[src/rtl/regfile_mp.sv]
// regfile_mp -- multi-port register file: one write port, three registered
// read ports sharing one read enable, a self-clearing INIT sweep and
// out-of-range address detection.
//
// Optional feature macro: REGFILE_BYPASS_EN. When it is defined, a read port
// whose address matches the same-cycle in-range write returns the write data.
// When it is undefined, that port returns the pre-write contents.
//
// Ports:
//   clk                  rising-edge clock
//   rst                  synchronous active-high reset (restarts INIT)
//   we, waddr, wdata     write port
//   re                   read enable for all three read ports
//   raddr1..3            read addresses
//   rdata1..3            registered read data (held while re=0)
//   rvalid               one-cycle pulse qualifying rdata1..3
//   init_busy            high while the INIT sweep runs; ports are ignored
//   addr_err             one-cycle pulse after an access with address >= DEPTH
module regfile_mp #(
    parameter int                ADDR_W   = 4,
    parameter int                DATA_W   = 8,
    parameter int                DEPTH    = 16,
    parameter logic [DATA_W-1:0] INIT_VAL = '0
) (
    input  logic              clk,
    input  logic              rst,
    input  logic              we,
    input  logic [ADDR_W-1:0] waddr,
    input  logic [DATA_W-1:0] wdata,
    input  logic              re,
    input  logic [ADDR_W-1:0] raddr1,
    input  logic [ADDR_W-1:0] raddr2,
    input  logic [ADDR_W-1:0] raddr3,
    output logic [DATA_W-1:0] rdata1,
    output logic [DATA_W-1:0] rdata2,
    output logic [DATA_W-1:0] rdata3,
    output logic              rvalid,
    output logic              init_busy,
    output logic              addr_err
);
    localparam int NRD = 3;
    // One extra bit so DEPTH == 2**ADDR_W is representable.
    localparam logic [ADDR_W:0]   DEPTH_L = (ADDR_W+1)'(DEPTH);
    localparam logic [ADDR_W-1:0] LAST    = ADDR_W'(DEPTH - 1);

    typedef enum logic {INIT, READY} state_t;

    state_t                        state_q, state_d;
    logic [ADDR_W-1:0]             ptr;
    logic [DATA_W-1:0]             mem [DEPTH];
    logic [NRD-1:0][ADDR_W-1:0]    raddr_v;
    logic [NRD-1:0][DATA_W-1:0]    rd_next;
    logic [NRD-1:0][DATA_W-1:0]    rdata_q;
    logic [NRD-1:0]                r_oor;
    logic                          ready;
    logic                          w_ok;

    assign raddr_v = {raddr3, raddr2, raddr1};
    assign ready   = (state_q == READY);
    assign w_ok    = ({1'b0, waddr} < DEPTH_L);

    // FSM state register
    always_ff @(posedge clk) begin
        if (rst) state_q <= INIT;
        else     state_q <= state_d;
    end

    // FSM next state and status output
    always_comb begin
        state_d   = state_q;
        init_busy = 1'b0;
        case (state_q)
            INIT: begin
                init_busy = 1'b1;
                if (ptr == LAST) state_d = READY;
            end
            default: state_d = READY;
        endcase
    end

    // Read mux per port; out-of-range ports return zero.
    always_comb begin
        r_oor   = '0;
        rd_next = '0;
        for (int i = 0; i < NRD; i++) begin
            r_oor[i] = !({1'b0, raddr_v[i]} < DEPTH_L);
            if (!r_oor[i]) rd_next[i] = mem[raddr_v[i]];
`ifdef REGFILE_BYPASS_EN
            if (!r_oor[i] && we && w_ok && (raddr_v[i] == waddr))
                rd_next[i] = wdata;
`endif
        end
    end

    // Storage has no reset; the INIT sweep is what clears it.
    always_ff @(posedge clk) begin
        if (!rst) begin
            if (!ready)         mem[ptr]   <= INIT_VAL;
            else if (we && w_ok) mem[waddr] <= wdata;
        end
    end

    // Read registers, pulses and clear pointer
    always_ff @(posedge clk) begin
        if (rst) begin
            ptr      <= '0;
            rdata_q  <= '0;
            rvalid   <= 1'b0;
            addr_err <= 1'b0;
        end else begin
            rvalid   <= ready && re;
            // A single pulse covers any combination of bad ports this cycle.
            addr_err <= ready && ((we && !w_ok) || (re && (|r_oor)));
            if (ready && re) rdata_q <= rd_next;
            if (!ready)      ptr     <= ptr + 1'b1;
        end
    end

    assign rdata1 = rdata_q[0];
    assign rdata2 = rdata_q[1];
    assign rdata3 = rdata_q[2];
endmodule

[config.mk]
export PLATFORM = sky130hd
export DESIGN_NAME = regfile_mp
export DESIGN_NICKNAME = d
export VERILOG_FILES = /design/src/rtl/regfile_mp.sv
export SDC_FILE = /design/constraint.sdc
export NUM_CORES = 1
export LEC_CHECK = 0
export BUFFER_PORTS_ARGS = -buffer_cell sky130_fd_sc_hd__buf_2
export CORE_ASPECT_RATIO = 0.7
export CORE_MARGIN = 4
export CORE_UTILIZATION = 55
export CTS_CLUSTER_SIZE = 12
export DETAILED_ROUTE_END_ITERATION = 8
export PLACE_DENSITY = 0.76
export SYNTH_ARGS = -nofsm -noshare
export SYNTH_HDL_FRONTEND = slang
export SYNTH_SLANG_ARGS = --single-unit
[constraint.sdc]
create_clock -name clk -period 2 [get_ports clk]
set_clock_uncertainty 0.05 [all_clocks]
set_input_delay 0.3 -clock clk [delete_from_list [all_inputs] [get_ports clk]]
set_output_delay 0.3 -clock clk [all_outputs]
set_load 0.03 [all_outputs]
==> summary.txt <==
Status = finished, final reports clean
Buffers added on ports = 53
Pre-Repair DR Iteration Count = 5
Final setup viols = 0
RSZ-0062 raised after global routing = yes
Leak = 0.00329 uW
GRT Residual Overflow = 0
Final Hold Fails = 0
Post-route minimum period = 1930 ps
R2R Setup Slk = 70 ps
Largest net degree at the start of global routing = 33
Clk buf depth = 2
Setup bufs post-CTS = 0
Clk root buf = clkbuf_16
Cell count after synthesis = 463
Area delta synth->final = 18.4%
Crit path arrival time = 2060 ps
Final Max Tran Viols = 0
CTS Buf Count = 17
RR Startpoint = ready
N_diodes = 0
DR vias/cell = 6.80
# nets final = 592
Crit path required time = 2130 ps
Final period util = 0.965
CP startpoint kind = flip-flop
Final ANT Viol Nets = 0
Largest family of logic cells by synthesized area = multiplexers
Pwr Total = 7370 uW
Vias in the first global route = 5331
Die Ht = 110 microns
Initial Utilization = 0.560
Unique cell type count in the Yosys netlist = 39
Wire length of the first global-routing pass = 33.6 mm
Worst-Margin Slew = 623 ps
Max Cap Viol = 0
Worst reg2reg path depth = 7
Num rows = 37
Worst-Skew Late Latency = 430 ps
Critical Path Source = ready
Placed cell areas = 9090 sq um
Final instance area = 9700 sq um
Syn Area/Cell = 17.7 sq um
Flops & latches, synth = 158
Critical Path Sink = mem[7][5]
# fillers = 995
Mapped Nets = 492
DRC errors left = 0
Final Util = 0.663
H-tree depth = 4
Reg-to-Reg End = mem[7][5]
YS warnings = 0
Clock transition at path regs = 70 ps
Initial antenna violation count = 0
Routed wire per std cell = 28.8 microns
P per Cell Area = 760 nW/um^2
Hpwl dp = 15.9 mm
Die width = 154 microns
# resized after CTS = 1
Mux share of post-synthesis cell area = 0.341
Compound-Gate Fraction of Synth Area = 0.0441
Maximum VDD drop = 0.767 mV
Fmax = 518 MHz
CP Capture Type = flip-flop
Relative slew slack = 0.585
CTS tree = done
Crit Path Max Fanout = 12
Adder-Cell Fraction of Synth Area = 0.00153
Die area = 16900 sq um
Initial DRC Count = 531
Final weighted congestion in routability-driven placement = 0.964
IO Pins = 55
Detailed-route via count = 5241
Commonest non-fill, non-tap cell in the layout = edfxtp_1
Share of cells above drive strength 1 = 0.439
Worst Hold Class = input port to flip-flop
Sequential area share after synthesis = 0.542
Tot GR Track Use = 0.278
Most frequent cells in the layout = 128 x edfxtp_1, 66 x mux4_2, 53 x buf_2, 50 x buf_4, 30 x dfxtp_1
Post-Syn Area = 8190 sq um
Synth Area in XOR/XNOR = 0.00321
Setup Crit Path Kind = flip-flop to flip-flop
Sinks on Clock Net = 158
WL final = 22.2 mm
Core area = 14600 sq um
Post-cts hold buffer count = 0
Post-synthesis simple-gate area fraction = 0.0351
[final cells by class]
class | instances | area, sq um | share of cell area
Sequential cell | 158 | 4440 | 0.458
Multi-Input combinational cell | 265 | 3520 | 0.363
Timing Repair Buffer | 118 | 915 | 0.0942
Clock buffer | 17 | 425 | 0.0438
Tap cell | 195 | 244 | 0.0251
Clock inverter | 15 | 144 | 0.0148
Inverter | 3 | 11.3 | 0.00116
[report_power, final]
group          total, uW  switching [uW]  internal, uW  leakage [uW]
logic                664             310           354       0.00172
clock network       3130            1470          1660      0.000277
registers           3580            28.8          3550       0.00130
[metrics by stage]
| step | worst slack (ps) | hold slack [ps] | instances | setup TNS, ps |
|---|---|---|---|---|
| CTS | -117 | 146 | 771 | -1700 |
| global placement | -112 | 423 | 739 | -2330 |
| floorplan | -20.3 | 431 | 463 | -662 |
| finish | 69.9 | 162 | 771 | 0 |
| detailed placement | -189 | 429 | 739 | -3960 |
| global route | -52.9 | 170 | 771 | -1440 |
[worst max-delay path: stages, from the launching register on]
cell,delay [ps]
dfxtp_1,380
and3b_2,280
buf_4,210
nor2_1,80
a31oi_2,280
buf_4,180
nor2_1,50
buf_4,170
[kinds of logic after synthesis]
logic type | count (synthesis)
buf+inv | 40
xor+xnor | 3
simple gates | 55
flops | 158
other cells | 1
mux | 148
fa+ha+maj | 1
compound gates | 57
[worst min-delay path by stage]
| stage | startpoint | endpoint | slack, ps | depth (start not counted) |
|---|---|---|---|---|
| final | rst | ready | 160 | 3 |
| after CTS | rst | ptr[0] | 150 | 3 |
| after global routing | rst | ready | 170 | 3 |
| after detailed placement | rdata2[4] | rdata2[4] | 430 | 1 |
| after floorplan | ptr[3] | ready | 430 | 2 |
| after global placement | rdata3[6] | rdata3[6] | 420 | 2 |
[state kept, by name, summed over array words and instances (netlist names)]
signal and flops:
ready 1, rdata2 8, rvalid 1, rdata3 8
ptr 4, mem 128, rdata1 8
[synthesized netlist by cell type]
cell       number  share of area
a21oi_1         4         0.0024
a221o_1         1         0.0012
a221oi_1        1         0.0011
a22oi_1        23          0.021
a31oi_1         4         0.0031
and2_1         11         0.0084
and3b_1         2         0.0021
buf_1           4         0.0018
buf_12          1         0.0024
buf_2          11         0.0067
buf_4           3         0.0027
buf_6           8          0.011
buf_8           1         0.0018
clkbuf_1        9         0.0041
conb_1          1        0.00046
dfxtp_1        30          0.073
edfxtp_1      128           0.47
ha_1            1         0.0015
inv_1           3         0.0014
mux2_2         26          0.036
mux2i_1        28          0.034
mux4_1         28          0.090
mux4_2         66           0.18
nand2_1         5         0.0023
nand2b_1        3         0.0023
nand3_1         3         0.0018
nand3b_1        1        0.00092
nand4_1         1        0.00076
nand4bb_1       1         0.0014
nor2_1         21         0.0096
nor2b_1         3         0.0023
nor3_1          1        0.00061
nor3b_1         2         0.0018
o21ai_0        16         0.0098
o21ai_1         7         0.0043
o311a_1         1         0.0012
or2_2           1        0.00076
xnor2_1         1         0.0011
xor2_1          2         0.0021
[per-layer routing]
layer | vias up | global-route usage | wire (microns)
li1 | 2178 | - | -
met1 | 2630 | 0.373 | 8400
met2 | 383 | 0.431 | 10300
met3 | 50 | 0.100 | 2910
met4 | 0 | 0.0939 | 543
met5 | - | 0 | 0
(Power assumes the default switching activity.)
